### src/rtl/keypad_pkg.sv
// -----------------------------------------------------------------------------
// keypad_pkg
// Shared definitions for the keypad event controller:
//   KEY_W                - width of a scanner key code
//   DEF_DEBOUNCE_CYCLES  - default number of identical samples to accept an edge
//   DEF_FIFO_DEPTH       - default depth of the key event FIFO
//   kp_state_e           - debounce state machine states
//   sat_inc8()           - 8-bit saturating increment for the debounce counter
// -----------------------------------------------------------------------------
package keypad_pkg;

   localparam int KEY_W               = 4;
   localparam int DEF_DEBOUNCE_CYCLES = 16;
   localparam int DEF_FIFO_DEPTH      = 4;

   typedef enum logic [1:0] {
      ST_IDLE     = 2'd0,
      ST_DEBOUNCE = 2'd1,
      ST_HELD     = 2'd2,
      ST_RELEASE  = 2'd3
   } kp_state_e;

   // Counter sticks at 0xFF instead of wrapping back to zero.
   function automatic logic [7:0] sat_inc8(input logic [7:0] i_val);
      return (i_val == 8'hFF) ? i_val : i_val + 8'd1;
   endfunction

endpackage

### src/rtl/keypad_event_fifo.sv
// -----------------------------------------------------------------------------
// keypad_event_fifo
// Synchronous first-word-fall-through FIFO holding accepted key events.
// The head entry is kept in a register so the output never depends
// combinationally on the inputs, and it keeps its last value once empty.
// Ports:
//   i_clock       rising-edge clock
//   i_reset_n     synchronous active-low reset (empties the FIFO)
//   i_push        write request
//   i_push_data   data written on a successful push
//   o_full        all DEPTH entries occupied
//   i_pop_ready   consumer takes the head entry when o_valid is high
//   o_valid       head entry holds valid data
//   o_data        head entry
//   o_count       number of stored entries
//   o_drop        push rejected this cycle (full and no simultaneous pop)
// -----------------------------------------------------------------------------
module keypad_event_fifo #(
   parameter  int DEPTH = 4,
   parameter  int WIDTH = 4,
   localparam int PTR_W = $clog2(DEPTH),
   localparam int CNT_W = $clog2(DEPTH + 1)
) (
   input  logic             i_clock,
   input  logic             i_reset_n,
   input  logic             i_push,
   input  logic [WIDTH-1:0] i_push_data,
   output logic             o_full,
   input  logic             i_pop_ready,
   output logic             o_valid,
   output logic [WIDTH-1:0] o_data,
   output logic [CNT_W-1:0] o_count,
   output logic             o_drop
);

   logic [WIDTH-1:0] r_mem [DEPTH];
   logic [PTR_W-1:0] r_wr_ptr;
   logic [PTR_W-1:0] r_rd_ptr;
   logic [PTR_W-1:0] w_rd_ptr_inc;
   logic [CNT_W-1:0] r_count;
   logic [CNT_W-1:0] w_count_nxt;
   logic             r_valid;
   logic [WIDTH-1:0] r_head;
   logic             w_full;
   logic             w_pop;
   logic             w_push_ok;

   assign w_full       = (r_count == CNT_W'(DEPTH));
   assign w_pop        = r_valid & i_pop_ready;
   // A full FIFO still accepts a push when the head leaves on the same edge.
   assign w_push_ok    = i_push & (~w_full | w_pop);
   assign w_rd_ptr_inc = r_rd_ptr + PTR_W'(1);

   always_comb begin
      w_count_nxt = r_count;
      case ({w_push_ok, w_pop})
         2'b10:   w_count_nxt = r_count + CNT_W'(1);
         2'b01:   w_count_nxt = r_count - CNT_W'(1);
         default: w_count_nxt = r_count;
      endcase
   end

   // Storage array carries no reset; occupancy is tracked by the pointers.
   always_ff @(posedge i_clock) begin
      if (w_push_ok) begin
         r_mem[r_wr_ptr] <= i_push_data;
      end
   end

   always_ff @(posedge i_clock) begin
      if (!i_reset_n) begin
         r_wr_ptr <= '0;
         r_rd_ptr <= '0;
         r_count  <= '0;
         r_valid  <= 1'b0;
         r_head   <= '0;
      end else begin
         r_count <= w_count_nxt;
         r_valid <= (w_count_nxt != '0);
         if (w_push_ok) begin
            r_wr_ptr <= r_wr_ptr + PTR_W'(1);
         end
         if (w_pop) begin
            r_rd_ptr <= w_rd_ptr_inc;
         end
         // Head register: next entry from the array on a pop, or the pushed
         // word when it becomes the only entry. Nothing is bypassed in the
         // push cycle itself.
         if (w_pop) begin
            if (r_count > CNT_W'(1)) begin
               r_head <= r_mem[w_rd_ptr_inc];
            end else if (w_push_ok) begin
               r_head <= i_push_data;
            end
         end else if ((r_count == '0) && w_push_ok) begin
            r_head <= i_push_data;
         end
      end
   end

   assign o_full  = w_full;
   assign o_valid = r_valid;
   assign o_data  = r_head;
   assign o_count = r_count;
   assign o_drop  = i_push & w_full & ~w_pop;

endmodule

### src/rtl/keypad_event_ctrl.sv
// -----------------------------------------------------------------------------
// keypad_event_ctrl
// Debounces the keypad scanner output (press and release) and queues each
// accepted press as a key event for the host.
// Ports:
//   clock       rising-edge clock
//   reset       synchronous active-low reset
//   key_v       scanner valid (a key is decoded)
//   key_data    scanner key code
//   out_valid   event available at the FIFO head
//   out_ready   host takes the head event
//   out_data    key code at the FIFO head
//   fifo_count  number of queued events
//   overflow    sticky: a press was dropped on a full FIFO
//   ovf_clr     clears overflow (a drop on the same edge wins)
//   key_held    a debounced key is down
// -----------------------------------------------------------------------------
module keypad_event_ctrl
   import keypad_pkg::*;
#(
   parameter int DEBOUNCE_CYCLES = DEF_DEBOUNCE_CYCLES,
   parameter int FIFO_DEPTH      = DEF_FIFO_DEPTH
) (
   input  logic                               clock,
   input  logic                               reset,
   input  logic                               key_v,
   input  logic [KEY_W-1:0]                   key_data,
   output logic                               out_valid,
   input  logic                               out_ready,
   output logic [KEY_W-1:0]                   out_data,
   output logic [$clog2(FIFO_DEPTH+1)-1:0]    fifo_count,
   output logic                               overflow,
   input  logic                               ovf_clr,
   output logic                               key_held
);

   localparam logic [7:0] DEB_N = 8'(DEBOUNCE_CYCLES);

   kp_state_e        r_state;
   kp_state_e        w_state_nxt;
   logic [7:0]       r_cnt;
   logic [7:0]       w_cnt_nxt;
   logic [7:0]       w_cnt_inc;
   logic [KEY_W-1:0] r_cand;
   logic [KEY_W-1:0] w_cand_nxt;
   logic             w_push;
   logic             r_held;
   logic             r_ovf;
   logic             w_fifo_full;
   logic             w_fifo_drop;
   logic             w_ovf_set;

   assign w_cnt_inc = sat_inc8(r_cnt);

   always_comb begin
      w_state_nxt = r_state;
      w_cnt_nxt   = r_cnt;
      w_cand_nxt  = r_cand;
      w_push      = 1'b0;
      case (r_state)
         ST_IDLE: begin
            if (key_v) begin
               w_cand_nxt  = key_data;
               w_cnt_nxt   = 8'd1;
               w_state_nxt = ST_DEBOUNCE;
            end
         end
         ST_DEBOUNCE: begin
            if (!key_v) begin
               w_cnt_nxt   = 8'd0;
               w_state_nxt = ST_IDLE;
            end else if (key_data != r_cand) begin
               // A different code restarts the run with the new candidate.
               w_cand_nxt = key_data;
               w_cnt_nxt  = 8'd1;
            end else begin
               w_cnt_nxt = w_cnt_inc;
               if (w_cnt_inc == DEB_N) begin
                  w_push      = 1'b1;
                  w_state_nxt = ST_HELD;
               end
            end
         end
         ST_HELD: begin
            // Other codes while held are ghosts and are ignored.
            if (!key_v) begin
               w_cnt_nxt   = 8'd1;
               w_state_nxt = ST_RELEASE;
            end
         end
         ST_RELEASE: begin
            if (key_v) begin
               // Release bounce: the key is still down, no new event.
               w_state_nxt = ST_HELD;
            end else begin
               w_cnt_nxt = w_cnt_inc;
               if (w_cnt_inc == DEB_N) begin
                  w_cnt_nxt   = 8'd0;
                  w_state_nxt = ST_IDLE;
               end
            end
         end
         default: begin
            w_cnt_nxt   = 8'd0;
            w_state_nxt = ST_IDLE;
         end
      endcase
   end

   // A drop can only be reported while the FIFO is full.
   assign w_ovf_set = w_fifo_drop & w_fifo_full;

   always_ff @(posedge clock) begin
      if (!reset) begin
         r_state <= ST_IDLE;
         r_cnt   <= 8'd0;
         r_cand  <= '0;
         r_held  <= 1'b0;
         r_ovf   <= 1'b0;
      end else begin
         r_state <= w_state_nxt;
         r_cnt   <= w_cnt_nxt;
         r_cand  <= w_cand_nxt;
         r_held  <= (w_state_nxt == ST_HELD) || (w_state_nxt == ST_RELEASE);
         if (w_ovf_set) begin
            r_ovf <= 1'b1;
         end else if (ovf_clr) begin
            r_ovf <= 1'b0;
         end
      end
   end

   // On a push edge key_data equals r_cand, so the candidate is the event code.
   keypad_event_fifo #(
      .DEPTH (FIFO_DEPTH),
      .WIDTH (KEY_W)
   ) u_fifo (
      .i_clock     (clock),
      .i_reset_n   (reset),
      .i_push      (w_push),
      .i_push_data (r_cand),
      .o_full      (w_fifo_full),
      .i_pop_ready (out_ready),
      .o_valid     (out_valid),
      .o_data      (out_data),
      .o_count     (fifo_count),
      .o_drop      (w_fifo_drop)
   );

   assign overflow = r_ovf;
   assign key_held = r_held;

endmodule

### config.mk
export PLATFORM = sky130hd
export DESIGN_NAME = keypad_event_ctrl
export DESIGN_NICKNAME = d
export VERILOG_FILES = /design/src/rtl/keypad_pkg.sv /design/src/rtl/keypad_event_fifo.sv /design/src/rtl/keypad_event_ctrl.sv
export SDC_FILE = /design/constraint.sdc
export NUM_CORES = 1
export LEC_CHECK = 0
export BUFFER_PORTS_ARGS = -buffer_cell sky130_fd_sc_hd__buf_2
export CAP_MARGIN = 30
export CELL_PAD_IN_SITES_DETAIL_PLACEMENT = 1
export CELL_PAD_IN_SITES_GLOBAL_PLACEMENT = 2
export CORE_UTILIZATION = 42
export CTS_CLUSTER_SIZE = 20
export DETAILED_ROUTE_END_ITERATION = 12
export PLACE_DENSITY = 0.82
export SYNTH_ARGS = -nofsm -noshare
export SYNTH_HDL_FRONTEND = slang
export SYNTH_HIERARCHICAL = 1
export SYNTH_SLANG_ARGS = --single-unit
### constraint.sdc
create_clock -name clock -period 3.91 [get_ports clock]
set_input_delay 0.782 -clock clock [delete_from_list [all_inputs] [get_ports clock]]
set_output_delay 0.782 -clock clock [all_outputs]
set_load 0.005 [all_outputs]
After elaboration in Yosys (flattened, before gate mapping)
Memory sizes are Yosys's and may differ from the RTL's. Cells that the tools add are included.

Bits in registers: 28. Memory bits (writable): 16. Input port bits: 9. Logic and storage cells: 86. Memories: 1.

Memories: u_fifo.r_mem (depth 4, width 4, read ports 1, clocked after Yosys merged registers in 0, write ports 1, line keypad_event_fifo.sv:36) `logic [WIDTH-1:0] r_mem [DEPTH];`.

Add/subtract/negate cells: 5. Magnitude comparators: 1. Eq/ne operators: 17. Muxes and demuxes: 33. Bitwise operators: 8. Reductions and logical operators: 11.

Operator list (count): two-way mux 8 bit (7); case mux 8 bit (4 select lines) (1); two-way mux 4 bit (7); two-way mux 2 bit (7); equality test 2 bit, second input constant (5); != test 2 bit, second input constant (5); adder 8 x 1 -> 8 bit, second input constant (1); equality test 8 x 5 -> 1 bit, second input constant (1); equality test 8 bit, second input constant (1); two-way mux 1 bit (8); case mux 2 bit (4 select lines) (1); case mux 4 bit (2 select lines) (1); case mux 3 bit (2 select lines) (1); nonzero test 2 bit (3); AND 1 bit (5); adder 2 x 1 -> 2 bit, second input constant (2); equality test 2 x 1 -> 1 bit, second input constant (2); != test 4 bit (1); AND reduction 4 bit (1); adder 3 x 1 -> 3 bit, second input constant (1); equality test 3 bit, second input constant (1); greater-than comparator 3 x 1 -> 1 bit, second input constant (1); logical NOT 3 bit (1); != test 3 bit, second input constant (1); 9 further kinds (10).

Logic depth before layout (Yosys ltp)
Word-level depth: 11. Mapped depth: 10. Gate-level depth less buffers: 10.

Modules after synthesis
The synthesis kept the hierarchy.

Modules (own cells, without submodules): keypad_event_fifo (instances 1, cells each 103, area an instance 1355.0 µm², seq. area each 720.7 µm²); keypad_event_ctrl (instances 1, cells each 117, area an instance 948.4 µm², seq. area each 300.3 µm²).

Worst setup path after synthesis
Ideal clock, no wire load.

Path kind: register to register. Start: reg r_cnt[0]. End: reg u_fifo.r_valid, in the netlist u_fifo/o_valid. Library setup time: 120 ps. Data arrival time: 2512 ps. Data required time: 3790 ps. Path slack: 1279 ps. Stages on the path, launching flop included: 11. Path buffers: 0. Period minus slack after synthesis: 2631 ps. Path through: dfxtp_1 > ha_1 > and3_2 > a2111oi_2 > a21oi_1 > nor3_1 > and2_1 > and4b_1 > a311oi_2 > a21oi_1 > o31a_1.

Longest elaborated chain between the ends: 11. Elaborated cells between the ends (all ways): 13. Classes of those cells: add/sub: 1; eq/ne: 4; mux: 6; bitwise: 1; reduce/logical: 1.

RTL lines: from (decl) (line keypad_event_ctrl.sv:41) `logic [7:0] r_cnt;`; from (signal assigned) (line keypad_event_ctrl.sv:122) `r_cnt <= w_cnt_nxt;`; adder 8 x 1 -> 8 bit or equality test 8 bit (tied branches) (line keypad_pkg.sv:25) `return (i_val == 8'hFF) ? i_val : i_val + 8'd1;`; two-way mux 8 bit * (line keypad_pkg.sv:25); equality test 8 x 5 -> 1 bit * (line keypad_event_ctrl.sv:78) `if (w_cnt_inc == DEB_N) begin`; two-way mux 1 bit * (line keypad_event_ctrl.sv:78); two-way mux 1 bit * (line keypad_event_ctrl.sv:72) `end else if (key_data != r_cand) begin`; two-way mux 1 bit * (line keypad_event_ctrl.sv:69) `if (!key_v) begin`; two-way mux 1 bit * (line keypad_event_ctrl.sv:60) `case (r_state)`; via w_push (line keypad_event_ctrl.sv:46) `logic w_push;`; AND 1 bit * (line keypad_event_fifo.sv:51) `assign w_push_ok = i_push & (~w_full | w_pop);`; equality test 2 x 1 -> 1 bit or equality test 2 bit (tied branches) (line keypad_event_fifo.sv:56) `case ({w_push_ok, w_pop})`; case mux 3 bit (2 select lines) * (line keypad_event_fifo.sv:56); nonzero test 3 bit * (line keypad_event_fifo.sv:79) `r_valid <= (w_count_nxt != '0);`; to (signal assigned) (line keypad_event_fifo.sv:79); to (decl) (line keypad_event_fifo.sv:42) `logic r_valid;`.

The timed path passes the listed nets; every way through them passes the cells marked *. A chain may end at the register's enable or synchronous reset.

Worst setup path after layout
Same ends and word-level chain as after synthesis.

==> flow_summary.yaml <==
clock_network:
  max-clock-path-buffers: 2
  cts_root_buffer: "clkbuf_8"
  clk_pin_slew_ns: 0.09
  cts_sinks: 43
  clkLatencyLatePin_ns: 0.30
  h-tree-depth: 2
  ctsResizeCount: 0
  cts_setup_buffers: 0
  cts_tree: "yes"
  hold_buffers: 0
  cts_made_buffers: 5
logic_synthesis:
  syn_nets: 238
  syn-instance-count: 220
  synth-edff-count: 16
  synth_flop_cell: "dfxtp_1"
  ys_types: 53
  synthArstFlopShare_pct: 0
  yosysWarnings: 6
  synth_seq_cells: 43
  avgSynthCellArea_um2: 10.47
  synth_area_um2: 2303
  ys_seq_area_share_pct: 44.32
finish:
  final_nets: 256
  post-route-util_pct: 49.30
  diodes: 0
  drive_gt1_share_pct: 20.92
  syn_to_final_growth_pct: 11.41
  stdcell_count: 309
floorplanning:
  die-area_um2: 5784
  start_util_pct: 44.25
  rows: 26
  pin_count: 19
  chipHeight_um: 76.06
  core-area_um2: 5205
  die-width_um: 76.06
grt:
  use_met1_pct: 25.77
  antenna_found_initial: 0
  grt_pass1_vias: 1827
  grt_overflow: 0
  met2_usage_pct: 33.45
  grt_first_pass_wirelength_mm: 9.101
  grt_use_met3_pct: 4.910
  track_usage_pct: 20.03
  grt_busiest_layer: "met2"
  grt_max_degree: 25
sta:
  slew_viol_final: 0
  worst_slew_pin_slew_ns: 0.9967
  fmax_ghz: 0.3039
  setup_viol: 0
  fin_crit_ns: 3.291
  rsz0062_at_grt: "false"
  fin_crit_sh_pct: 84.16
  clock_skew_ns: 0.007279
  final.setup.tns_ns: 0
  hold_viol: 0
  relSlewSlack_pct: 33.30
setup_path:
  crit_cells: 10
  critical-path-max-stage-delay_ns: 0.45
  start_kind: "register"
  crit_slowest_cell: "and2_1"
  critPathKind: "register to register"
  crit_path_cell_trace: "ha_1 > nand3_1 > or3_1 > o31a_1 > nor3_1 > and2_1 > and4b_1 > a311oi_2 > a21oi_1 > o31a_1"
  path_common_cell: "o31a_1"
  cp.buffers_inverters: 0
  crit_family: "simple AND/OR/NAND/NOR gates"
  cp_max_fo: 12
  cp-end-kind: "register"
  required_ns: 4.11
  r2r_cells: 10
  crit_arrival_ns: 3.49
drt:
  via_per_inst: 5.663
  dr_total_vias: 1750
  drtPass1Iterations: 4
  antenna_left: 0
  wl_per_cell_um: 16.73
  drt_wl_total_mm: 5.169
  drt_iter0_markers: 59
  drc: 0
place:
  dp_cells: 301
  portBuffers: 18
  hpwl_mm: 3.863
  gp_congestion: 0.9457
pwr:
  power_mw: 1.049
  ir_drop_mv: 0.1758
  power.density_nw_per_um2: 408.9
  leakage_nw: 0.9842
job:
  cap_viol_max_count: 0
hold_path:
  min_path_cells: 2
  min_path_type: "register to register"
run_status:
  status: "finished, final reports clean"
-- cell families (layout without fill, tap and decap cells) --
logic type,count (synthesis),count (layout),synth area share (%)
xor+xnor,9,9,3.422
mux,14,14,8.257
buf+inv,19,38,3.313
flops,43,43,44.32
compound gates,49,49,17.33
fa+ha+maj,9,9,4.889
simple gates,77,77,18.47
-- flip-flops by register name, indices dropped and copies added, names as in the netlist --
name	count
u_fifo/o_count	3
r_cnt	8
r_state	1
overflow	1
r_cand	4
u_fifo/o_data	4
key_held	1
u_fifo/r_wr_ptr	2
u_fifo/r_mem	16
u_fifo/o_valid	1
u_fifo/r_rd_ptr	2
-- tightest hold or removal path, delay by kind of cell, from the launching register on --
family / cells / cell delay [ns]
flops: 1 / 0.32
simple gates: 1 / 0.08
compound gates: 1 / 0.06
-- final timing paths --
kind | startpoint | endpoint | slack [ns]
hold / removal | overflow | overflow | 0.50
setup reg to reg | r_cnt[0] | u_fifo/o_valid | 0.62
hold reg to reg | overflow | overflow | 0.50
setup / recovery | r_cnt[0] | u_fifo/o_valid | 0.62
-- synth_stat cells (5+ instances only) --
master | number | area (um^2)
xnor2_1 | 8 | 70.07
ha_1 | 9 | 112.6
a21oi_1 | 9 | 45.04
o21ai_1 | 5 | 25.02
inv_1 | 11 | 41.29
mux2i_1 | 10 | 100.1
edfxtp_1 | 16 | 480.5
nand3_1 | 5 | 25.02
o21ai_0 | 5 | 25.02
and2_1 | 14 | 87.58
nor3_1 | 10 | 50.05
nand2_1 | 11 | 41.29
dfxtp_1 | 27 | 540.5
nor2_1 | 16 | 60.06
-- area by class of cell --
cell class,count,area [um^2]
timing repair buffer,19,97.59
tap,70,87.58
multi-input combinational,158,1206
clock buffer,5,68.82
clock inverter,3,43.79
inverter,11,41.29
sequential,43,1021
fill,605,2639
-- metrics by stage --
stage          hold slack [ns]  setup slack, ns  area (um^2)
6_report                0.5029           0.6193         2566
5_1_grt                 0.5289           0.3075         2566
4_1_cts                 0.5065           0.6371         2566
3_5_place_dp            0.4917           0.6576         2454
3_3_place_gp            0.4653           0.8553         2454
2_1_floorplan           0.4614            1.279         2303
-- routing by layer --
metal	up-vias	wire, um
li1	849	-
met1	862	2437
met2	33	2504
met3	6	166
met4	0	61
met5	-	0
-- placed cells by master, fill, tap and decap left out, types with 8 or more instances in the layout --
| cell type | n |
|---|---|
| edfxtp_1 | 16 |
| inv_1 | 11 |
| xnor2_1 | 8 |
| ha_1 | 9 |
| and2_1 | 14 |
| dfxtp_1 | 27 |
| nor3_1 | 10 |
| a21oi_1 | 9 |
| nand2_1 | 11 |
| mux2i_1 | 10 |
| nor2_1 | 16 |
| buf_2 | 18 |
-- report_power, final --
group,total (mW),internal (mW),switching (mW)
clock,0.352,0.190,0.161
sequential,0.522,0.485,0.0366
combinational,0.176,0.0830,0.0932
total,1.05,0.758,0.291
Note: power is estimated with default switching activity, not from simulation.
